==> src/rtl/ctrl_pkg.sv <==
`default_nettype none
// ============================================================================
// Module      : ctrl_pkg
// Description : Shared encodings for the single-cycle controller: ALU, opcode,
//               condition and command codes, plus NZCV bit positions.
// Revision    : 1.0 - initial release
// ============================================================================
package ctrl_pkg;

    localparam logic [1:0] c_alu_add = 2'b00;
    localparam logic [1:0] c_alu_sub = 2'b01;
    localparam logic [1:0] c_alu_and = 2'b10;
    localparam logic [1:0] c_alu_orr = 2'b11;

    localparam logic [1:0] c_op_dp    = 2'b00;
    localparam logic [1:0] c_op_mem   = 2'b01;
    localparam logic [1:0] c_op_br    = 2'b10;
    localparam logic [1:0] c_op_undef = 2'b11;

    localparam logic [3:0] c_cmd_add = 4'b0100;
    localparam logic [3:0] c_cmd_sub = 4'b0010;
    localparam logic [3:0] c_cmd_and = 4'b0000;
    localparam logic [3:0] c_cmd_orr = 4'b1100;

    localparam logic [3:0] c_cond_eq = 4'b0000;
    localparam logic [3:0] c_cond_ne = 4'b0001;
    localparam logic [3:0] c_cond_cs = 4'b0010;
    localparam logic [3:0] c_cond_cc = 4'b0011;
    localparam logic [3:0] c_cond_mi = 4'b0100;
    localparam logic [3:0] c_cond_pl = 4'b0101;
    localparam logic [3:0] c_cond_vs = 4'b0110;
    localparam logic [3:0] c_cond_vc = 4'b0111;
    localparam logic [3:0] c_cond_hi = 4'b1000;
    localparam logic [3:0] c_cond_ls = 4'b1001;
    localparam logic [3:0] c_cond_ge = 4'b1010;
    localparam logic [3:0] c_cond_lt = 4'b1011;
    localparam logic [3:0] c_cond_gt = 4'b1100;
    localparam logic [3:0] c_cond_le = 4'b1101;
    localparam logic [3:0] c_cond_al = 4'b1110;
    localparam logic [3:0] c_cond_nv = 4'b1111;

    localparam int c_flag_n = 3;
    localparam int c_flag_z = 2;
    localparam int c_flag_c = 1;
    localparam int c_flag_v = 0;

    // Independent write enables for the {N,Z} and {C,V} flag pairs.
    typedef struct packed {
        logic nz;
        logic cv;
    } flag_we_t;

endpackage
`default_nettype wire

==> src/rtl/controller_if.sv <==
`default_nettype none
// ============================================================================
// Module      : controller_if
// Description : Instruction/flag inputs and datapath control outputs of the
//               controller, bundled with master (driver) and slave views.
// Revision    : 1.0 - initial release
// ============================================================================
interface controller_if;

    logic [31:12] Instr;
    logic [3:0]   ALUFlags;
    logic         PCSrc;
    logic         MemtoReg;
    logic         MemWrite;
    logic         ALUSrc;
    logic         RegWrite;
    logic [1:0]   RegSrc;
    logic [1:0]   ImmSrc;
    logic [1:0]   ALUControl;
    logic [3:0]   Flags;

    modport master (
        output Instr, ALUFlags,
        input  PCSrc, MemtoReg, MemWrite, ALUSrc, RegWrite,
               RegSrc, ImmSrc, ALUControl, Flags
    );

    modport slave (
        input  Instr, ALUFlags,
        output PCSrc, MemtoReg, MemWrite, ALUSrc, RegWrite,
               RegSrc, ImmSrc, ALUControl, Flags
    );

endinterface
`default_nettype wire

==> src/rtl/cond_logic.sv <==
`default_nettype none
// ============================================================================
// Module      : cond_logic
// Description : NZCV flag register, condition evaluation and gating of the
//               architectural write strobes.
// Revision    : 1.0 - initial release
// ============================================================================
module cond_logic
    import ctrl_pkg::*;
#(
    parameter logic [3:0] FLAGS_RESET = 4'b0000
) (
    input  wire logic     CLK,
    input  wire logic     RST,
    input  wire logic [3:0] i_cond,
    input  wire logic [3:0] i_alu_flags,
    input  wire flag_we_t i_flag_w,
    input  wire logic     i_pcs,
    input  wire logic     i_reg_w,
    input  wire logic     i_mem_w,
    output logic          o_pc_src,
    output logic          o_reg_write,
    output logic          o_mem_write,
    output logic [3:0]    o_flags
);

    logic [3:0] r_flags;
    logic       w_cond_ex;
    logic       w_n;
    logic       w_z;
    logic       w_c;
    logic       w_v;
    logic       w_enable;

    assign w_n = r_flags[c_flag_n];
    assign w_z = r_flags[c_flag_z];
    assign w_c = r_flags[c_flag_c];
    assign w_v = r_flags[c_flag_v];

    always_comb begin
        w_cond_ex = 1'b0;
        case (i_cond)
            c_cond_eq: w_cond_ex = w_z;
            c_cond_ne: w_cond_ex = ~w_z;
            c_cond_cs: w_cond_ex = w_c;
            c_cond_cc: w_cond_ex = ~w_c;
            c_cond_mi: w_cond_ex = w_n;
            c_cond_pl: w_cond_ex = ~w_n;
            c_cond_vs: w_cond_ex = w_v;
            c_cond_vc: w_cond_ex = ~w_v;
            c_cond_hi: w_cond_ex = w_c & ~w_z;
            c_cond_ls: w_cond_ex = ~w_c | w_z;
            c_cond_ge: w_cond_ex = (w_n == w_v);
            c_cond_lt: w_cond_ex = (w_n != w_v);
            c_cond_gt: w_cond_ex = ~w_z & (w_n == w_v);
            c_cond_le: w_cond_ex = w_z | (w_n != w_v);
            c_cond_al: w_cond_ex = 1'b1;
            c_cond_nv: w_cond_ex = 1'b0;
            default:   w_cond_ex = 1'b0;
        endcase
    end

    // Strobes are held off for as long as reset is asserted.
    assign w_enable    = w_cond_ex & RST;
    assign o_pc_src    = i_pcs   & w_enable;
    assign o_reg_write = i_reg_w & w_enable;
    assign o_mem_write = i_mem_w & w_enable;
    assign o_flags     = r_flags;

    always_ff @(posedge CLK or negedge RST) begin
        if (!RST) begin
            r_flags <= FLAGS_RESET;
        end else if (w_cond_ex) begin
            if (i_flag_w.nz) begin
                r_flags[c_flag_n] <= i_alu_flags[c_flag_n];
                r_flags[c_flag_z] <= i_alu_flags[c_flag_z];
            end
            if (i_flag_w.cv) begin
                r_flags[c_flag_c] <= i_alu_flags[c_flag_c];
                r_flags[c_flag_v] <= i_alu_flags[c_flag_v];
            end
        end
    end

endmodule
`default_nettype wire

==> src/rtl/controller.sv <==
`default_nettype none
// ============================================================================
// Module      : controller
// Description : Single-cycle instruction decoder; conditional execution and
//               flag storage are delegated to cond_logic.
// Revision    : 1.0 - initial release
// ============================================================================
module controller
    import ctrl_pkg::*;
#(
    parameter logic [3:0] FLAGS_RESET = 4'b0000
) (
    input  wire logic   CLK,
    input  wire logic   RST,
    controller_if.slave bus
);

    logic [3:0] w_cond;
    logic [1:0] w_op;
    logic [5:0] w_funct;
    logic [3:0] w_rd;
    logic       w_unused_rn;

    logic       w_branch;
    logic       w_reg_w;
    logic       w_mem_w;
    logic       w_mem_to_reg;
    logic       w_alu_src;
    logic [1:0] w_reg_src;
    logic [1:0] w_imm_src;
    logic [1:0] w_alu_ctrl;
    logic       w_dp_legal;
    logic       w_pcs;
    flag_we_t   w_flag_w;

    assign w_cond      = bus.Instr[31:28];
    assign w_op        = bus.Instr[27:26];
    assign w_funct     = bus.Instr[25:20];
    assign w_rd        = bus.Instr[15:12];
    assign w_unused_rn = ^bus.Instr[19:16];

    always_comb begin
        w_branch     = 1'b0;
        w_reg_w      = 1'b0;
        w_mem_w      = 1'b0;
        w_mem_to_reg = 1'b0;
        w_alu_src    = 1'b0;
        w_reg_src    = 2'b00;
        w_imm_src    = 2'b00;
        w_alu_ctrl   = c_alu_add;
        w_dp_legal   = 1'b0;
        w_flag_w     = '0;
        case (w_op)
            c_op_dp: begin
                w_alu_src  = w_funct[5];
                w_dp_legal = 1'b1;
                case (w_funct[4:1])
                    c_cmd_add: w_alu_ctrl = c_alu_add;
                    c_cmd_sub: w_alu_ctrl = c_alu_sub;
                    c_cmd_and: w_alu_ctrl = c_alu_and;
                    c_cmd_orr: w_alu_ctrl = c_alu_orr;
                    default:   w_dp_legal = 1'b0;
                endcase
                w_reg_w     = w_dp_legal;
                w_flag_w.nz = w_dp_legal & w_funct[0];
                // Logical ops leave carry/overflow untouched.
                w_flag_w.cv = w_dp_legal & w_funct[0] &
                              ((w_alu_ctrl == c_alu_add) || (w_alu_ctrl == c_alu_sub));
            end
            c_op_mem: begin
                w_alu_src  = 1'b1;
                w_imm_src  = 2'b01;
                w_alu_ctrl = w_funct[3] ? c_alu_add : c_alu_sub;
                if (w_funct[0]) begin
                    w_mem_to_reg = 1'b1;
                    w_reg_w      = 1'b1;
                end else begin
                    w_mem_w   = 1'b1;
                    w_reg_src = 2'b10;
                end
            end
            c_op_br: begin
                w_branch   = 1'b1;
                w_alu_src  = 1'b1;
                w_imm_src  = 2'b10;
                w_reg_src  = 2'b01;
                w_alu_ctrl = c_alu_add;
            end
            c_op_undef: begin
                w_branch = 1'b0;
            end
            default: begin
                w_branch = 1'b0;
            end
        endcase
    end

    // A register write to R15 is a jump.
    assign w_pcs = w_branch | (w_reg_w & (w_rd == 4'b1111));

    assign bus.MemtoReg   = w_mem_to_reg;
    assign bus.ALUSrc     = w_alu_src;
    assign bus.RegSrc     = w_reg_src;
    assign bus.ImmSrc     = w_imm_src;
    assign bus.ALUControl = w_alu_ctrl;

    cond_logic #(
        .FLAGS_RESET (FLAGS_RESET)
    ) u_cond_logic (
        .CLK         (CLK),
        .RST         (RST),
        .i_cond      (w_cond),
        .i_alu_flags (bus.ALUFlags),
        .i_flag_w    (w_flag_w),
        .i_pcs       (w_pcs),
        .i_reg_w     (w_reg_w),
        .i_mem_w     (w_mem_w),
        .o_pc_src    (bus.PCSrc),
        .o_reg_write (bus.RegWrite),
        .o_mem_write (bus.MemWrite),
        .o_flags     (bus.Flags)
    );

endmodule
`default_nettype wire

==> src/flat_wrapper.sv <==
// flat-port wrapper written by rule: the top's interface ports become plain ports
module controller_flat import ctrl_pkg::*;
#(
    parameter logic [3:0] FLAGS_RESET = 4'b0000
)
  (CLK, RST, bus_Instr, bus_ALUFlags, bus_PCSrc, bus_MemtoReg, bus_MemWrite, bus_ALUSrc, bus_RegWrite, bus_RegSrc, bus_ImmSrc, bus_ALUControl, bus_Flags);
  controller_if bus_i ();
  input  wire logic CLK;
  input  wire logic RST;
  input wire logic [$bits(bus_i.Instr)-1:0] bus_Instr;
  input wire logic [$bits(bus_i.ALUFlags)-1:0] bus_ALUFlags;
  output wire logic [$bits(bus_i.PCSrc)-1:0] bus_PCSrc;
  output wire logic [$bits(bus_i.MemtoReg)-1:0] bus_MemtoReg;
  output wire logic [$bits(bus_i.MemWrite)-1:0] bus_MemWrite;
  output wire logic [$bits(bus_i.ALUSrc)-1:0] bus_ALUSrc;
  output wire logic [$bits(bus_i.RegWrite)-1:0] bus_RegWrite;
  output wire logic [$bits(bus_i.RegSrc)-1:0] bus_RegSrc;
  output wire logic [$bits(bus_i.ImmSrc)-1:0] bus_ImmSrc;
  output wire logic [$bits(bus_i.ALUControl)-1:0] bus_ALUControl;
  output wire logic [$bits(bus_i.Flags)-1:0] bus_Flags;
  assign bus_i.Instr = bus_Instr;
  assign bus_i.ALUFlags = bus_ALUFlags;
  assign bus_PCSrc = bus_i.PCSrc;
  assign bus_MemtoReg = bus_i.MemtoReg;
  assign bus_MemWrite = bus_i.MemWrite;
  assign bus_ALUSrc = bus_i.ALUSrc;
  assign bus_RegWrite = bus_i.RegWrite;
  assign bus_RegSrc = bus_i.RegSrc;
  assign bus_ImmSrc = bus_i.ImmSrc;
  assign bus_ALUControl = bus_i.ALUControl;
  assign bus_Flags = bus_i.Flags;
  controller #(.FLAGS_RESET(FLAGS_RESET)) u_core (.CLK(CLK), .RST(RST), .bus(bus_i));
endmodule
==> config.mk <==
export PLATFORM = sky130hd
export DESIGN_NAME = controller_flat
export DESIGN_NICKNAME = d
export VERILOG_FILES = /design/src/rtl/ctrl_pkg.sv /design/src/rtl/controller_if.sv /design/src/rtl/cond_logic.sv /design/src/rtl/controller.sv /design/src/flat_wrapper.sv
export SDC_FILE = /design/constraint.sdc
export NUM_CORES = 1
export LEC_CHECK = 0
export ABC_AREA = 1
export CORE_MARGIN = 3
export CORE_UTILIZATION = 31
export CTS_CLUSTER_SIZE = 14
export DETAILED_ROUTE_END_ITERATION = 16
export PLACE_DENSITY = 0.75
export SETUP_SLACK_MARGIN = 0.15
export SLEW_MARGIN = 25
export SYNTH_ARGS = -nofsm -noshare
export SYNTH_HDL_FRONTEND = slang
export SYNTH_SLANG_ARGS = --single-unit
==> constraint.sdc <==
create_clock -name CLK -period 1.52 [get_ports CLK]
set_clock_uncertainty 0.15 [all_clocks]
set_input_delay 0.304 -clock CLK [delete_from_list [all_inputs] [get_ports CLK]]
set_output_delay 0.304 -clock CLK [all_outputs]
set_load 0.05 [all_outputs]
==> results.txt, run 1 <==
----------------------------------------------------
[Yosys]
  Flops & latches, synth ... 4
  Post-Syn Area ... 593 um2
  Number of warnings printed during yosys synthesis ... 0
  Part of the Yosys area used for sequential elements ... 0.169
  Synth cell types ... 21
  Gate count after technology mapping ... 103
  Synthesized area per cell ... 5.76 um2
  Post-synthesis net count ... 133

[Timing]
  Pin category terminating the worst setup path after the last repair ... output port
  Worst endpoint after global-route timing repair ... bus_RegWrite

[Die]
  Number of placement rows ... 15
  Initial Util ... 0.336
  Width of the die ... 49.7 um
  Die Y ... 49.7 um
  Top-level I/O count ... 41

[Clocking]
  Number of buffers added by the clock tree synthesis step ... 3
  Maximum clock insertion buffer count ... 2
  Clock Root Buffer ... clkbuf_4
  Number of sinks driven by the clock tree ... 4
  # H-tree levels ... 1

[Outcome]
  Outcome ... did not finish
  First Error ... [ERROR DPL-0038] Utilization greater than 100%, impossible to legalize
  Stage where the flow stopped ... global routing (5_1_grt)

[Placed design]
  I/O Buffers ... 36
  Number of placed cells counting well taps ... 185
  DP HPWL ... 1.85 mm
  Global placer's final weighted congestion ... 0.791
  Post-Place Setup Slack ... -0.857 ns

[Global routing]
  Maximum number of pins on one net before global-route repair ... 9

----------------------------------------------------
==> cell usage after synthesis, drive strengths merged <==
cell type	n	area (um2)
nor2	13	51.3
nand2	36	145
or2	2	12.5
a21oi	4	20.0
buf	1	7.51
inv	16	60.1
nor3	1	5.00
nand3	10	70.1
o21ai	4	20.0
o22ai	1	6.26
and2	1	6.26
ha	4	50.1
nand4	5	31.3
dfrtp	4	100
o21a	1	7.51
==> repair_timing <==
action                                  4_1_cts
endpoints found under the setup margin       18
pin swaps                                    24
hold endpoints to repair                      0
buffers inserted                             10
gates resized for setup                      69
hold buffers                                  0
==> per-stage QoR <==
stage | util | hold slack (ns) | cell area, um2 | TNS, ns
2_1_floorplan | - | -0.142 | 726 | -1.57
4_1_cts | 0.940 | 0.299 | 1660 | -2.74
3_5_place_dp | 0.808 | 0.467 | 1430 | -8.85
3_3_place_gp | 0.808 | 0.456 | 1430 | -8.55
==> cells by family after synthesis <==
kind of cell,share of synthesized area
simple gates,0.542
buf+inv,0.114
compound gates,0.0907
fa+ha+maj,0.0844
flops,0.169
==> inputs of run 2 (changes only) <==
CORE_AREA = 3 3 64 66   (was default)
CORE_MARGIN = default   (was 3)
CORE_UTILIZATION = default   (was 31)
CTS_CLUSTER_SIZE = default   (was 14)
DIE_AREA = 0 0 67 69   (was default)
PLACE_DENSITY = default   (was 0.75)
PLACE_DENSITY_LB_ADDON = 0.15   (was default)
SETUP_SLACK_MARGIN = default   (was 0.15)
clock period = 2 ns   (was 1.52 ns; I/O delays follow)
==> run 2 against run 1 <==
The flow now finishes, with violations (setup timing); synthesized cell count unchanged; synthesized area stayed put.
==> results.txt, run 2 <==
----------------------------------------------------
[Worst setup path]
  Largest fanout on the critical path ... 6
  Worst setup SP type ... register
  Arr. time, crit path ... 1.62 ns
  Data required time of the worst path ... 1.45 ns
  Worst setup EP type ... primary output
  CP Class ... register to primary output

[Die]
  Width of the die ... 67 um (+35%)
  DIE AREA ... 4620 um2
  Top-level I/O count ... 41 (unchanged)
  Initial Util ... 0.163 (-0.173)
  Number of placement rows ... 22 (+7)
  Die Y ... 69 um (+39%)
  Floorplan core area ... 3630 um2

[Run]
  Max-capacitance violation count ... 0

[Global routing]
  Total grt overflow ... 0
  Number of antenna violations at the first check in global routing ... 0
  First-pass GRT wire length ... 3.83 mm
  Global Route Usage Sum ... 0.103
  Via count of the first global-routing pass ... 896
  Maximum number of pins on one net before global-route repair ... 9

[Power and ir drop]
  Post-layout power ... 0.741 mW
  Static Leakage ... 0.698 nW
  PwrDens ... 502 nW/um2
  Worst ir drop on vdd ... 0.139 mV

[Timing]
  Final Slew Violations ... 0
  Worst slew pin tran ... 0.282 ns
  Portion of the clock cycle consumed by the worst path in the final layout ... 1.08
  Least setup slack across all paths after layout ... -0.169 ns
  Count of endpoints failing hold in the final timing report ... 0
  Post-Route Hold Slack ... 0.426 ns
  Crit path time final ... 2.17 ns
  Achievable clock frequency ... 461 MHz
  RSZ-0062 raised after global routing ... true
  Normalized max-slew margin ... 0.812
  Setup-failing EPs final ... 3

[Yosys]
  Biggest area consumer among synthesized cells ... nand2_1
  Gate count after technology mapping ... 103 (unchanged)
  Part of the Yosys area used for sequential elements ... 0.169 (unchanged)
  Leading cell types by total area after synthesis ... nand2_1 (22%), dfrtp_1 (17%), inv_1 (8.9%), ha_1 (8.4%), nor2_1 (7.6%)
  Portion of synthesized cell area occupied by the leading cell type ... 0.215 (unchanged)
  Most frequent cells after synthesis ... nand2_1 (34), inv_1 (14), nor2_1 (12)
  Post-synthesis net count ... 133 (unchanged)
  Post-Syn Area ... 593 um2 (unchanged)
  Number of flops mapped to enable cells by yosys ... 0 (unchanged)
  Flops & latches, synth ... 4 (unchanged)
  Most used standard cell by instance count after synthesis ... nand2_1
  Most used DFF post-synth ... dfrtp_1
  Async set-reset flop share out of synthesis ... 1.00 (unchanged)
  Synthesized area per cell ... 5.76 um2 (unchanged)
  Number of warnings printed during yosys synthesis ... 0 (unchanged)
  Synth cell types ... 21 (unchanged)

[Final layout]
  Fill cell instance count of the final layout ... 385
  Most common cell after layout, fill and taps aside ... nand2_1
  Antenna fix cells ... 0
  Max reg flops ... 4
  Final non-filler cell area ... 1480 um2
  Utilization of the core after routing ... 0.407
  Share of layout cells above drive strength 1 ... 0.530
  Highest-count cells in the layout ignoring fill and taps ... nand2_1 (31), buf_4 (29), clkdlybuf4s50_1 (11), buf_12 (11), inv_2 (9)
  Total number of nets in the final design ... 200
  Count of non-filler cells in the finished layout ... 216
  Synthesis-to-finish area growth ... 149%

[Detailed routing]
  DR vias/cell ... 4.15
  Average wire length per cell after detail routing ... 10.1 um
  Final ANT Viol Nets ... 0
  Total length of routed wires ... 2.19 mm
  DRC violations left ... 0
  Via count ... 896
  Number of iterations in the first detailed-routing pass ... 4
  Starting DRT DRC Count ... 27

[Clocking]
  Maximum clock insertion buffer count ... 2 (unchanged)
  # H-tree levels ... 1 (unchanged)
  Worst-skew pair later-pin latency ... 0.21 ns
  CTS tree ... done
  Number of sinks driven by the clock tree ... 4 (unchanged)
  Clock transition time at the flip-flop clock pins of the worst setup and hold paths ... 0.03 ns
  Number of buffers added by the clock tree synthesis step ... 3 (unchanged)
  Clock Root Buffer ... clkbuf_8
  Post-CTS Hold Buffers ... 0 (unchanged)

[Worst hold path]
  Classification of the worst-slack hold path ... input port to async pin

[Outcome]
  Outcome ... finished with violations
  Violated checks ... setup timing

[Placed design]
  Global placer's final weighted congestion ... 0.775 (-2.0%)
  DP HPWL ... 1.92 mm (+3.7%)
  I/O Buffers ... 36 (unchanged)
  Placed Area ... 1340 um2 (-6.3%)
  Number of placed cells counting well taps ... 208 (+12%)

----------------------------------------------------
[run 2: timing repair]
item,in CTS,in global routing
endpoints found under the setup margin,10,6
pin swaps,17,11
gates resized for setup,38,11
buffers inserted,4,1
[run 2: path summary, 6_finish.rpt]
kind,depth (start not counted),endpoint,startpoint,slack [ns]
min in group CLK,3,u_core.u_cond_logic.o_flags[1],u_core.u_cond_logic.o_flags[1],0.44
max in group asynchronous,2,u_core.u_cond_logic.o_flags[2],RST,1.16
setup reg to reg,13,u_core.u_cond_logic.o_flags[1],u_core.u_cond_logic.o_flags[0],0.22
hold reg to reg,3,u_core.u_cond_logic.o_flags[1],u_core.u_cond_logic.o_flags[1],0.44
hold / removal,2,u_core.u_cond_logic.o_flags[1],RST,0.43
setup / recovery,12,bus_RegWrite,u_core.u_cond_logic.o_flags[3],-0.17
[run 2: power by group]
part           switching [mW]  internal [mW]  total (mW)
Sequential             0.0218          0.101       0.123
Clock                  0.0356          0.128       0.163
Combinational           0.248          0.207       0.455
[run 2: kinds of logic (layout without fill, tap and decap cells)]
| group | Yosys count | in the layout | share of synthesized area |
|---|---|---|---|
| DFF | 4 | 4 | 0.169 |
| buffers and inverters | 17 | 82 | 0.114 |
| and+or+nand+nor | 68 | 68 | 0.542 |
| AOI/OAI and AO/OA | 10 | 10 | 0.0907 |
| adders and majority gates | 4 | 4 | 0.0844 |
[run 2: cell type report]
| type | count | area [um2] | share of cell area |
|---|---|---|---|
| Clock buffer | 3 | 41.3 | 0.0279 |
| Inverter | 16 | 60.1 | 0.0406 |
| Multi-Input combinational cell | 82 | 554 | 0.375 |
| Sequential cell | 4 | 105 | 0.0711 |
| Tap cell | 48 | 60.1 | 0.0406 |
| Timing Repair Buffer | 63 | 657 | 0.445 |
[run 2: through the flow]
stage / setup WS (ns) / setup TNS, ns
after global placement: -0.590 / -3.77
after detailed placement: -0.555 / -3.60
after CTS: -0.192 / -0.527
after floorplan: -0.0973 / -0.245
final: -0.169 / -0.473
after global routing: -0.296 / -0.839
[run 2: worst max-delay path, cell delays in order, from the launching register on]
cell,delay (ns)
dfrtp_2,0.44
inv_2,0.07
nand2_2,0.06
nand2_2,0.06
nand2_1,0.05
nand2_1,0.06
nand2_1,0.06
nand3_2,0.07
nand2_2,0.06
nand2_4,0.07
nand3_4,0.11
nor2_4,0.15
buf_12,0.14
[run 2: metal layers]
metal,routed length [um],share of wire,global-route usage
met5,0,0,0
met4,0,0,0.0338
met3,212,0.097,0.0375
met2,1170,0.53,0.178
met1,811,0.37,0.114
(Power assumes the default switching activity.)
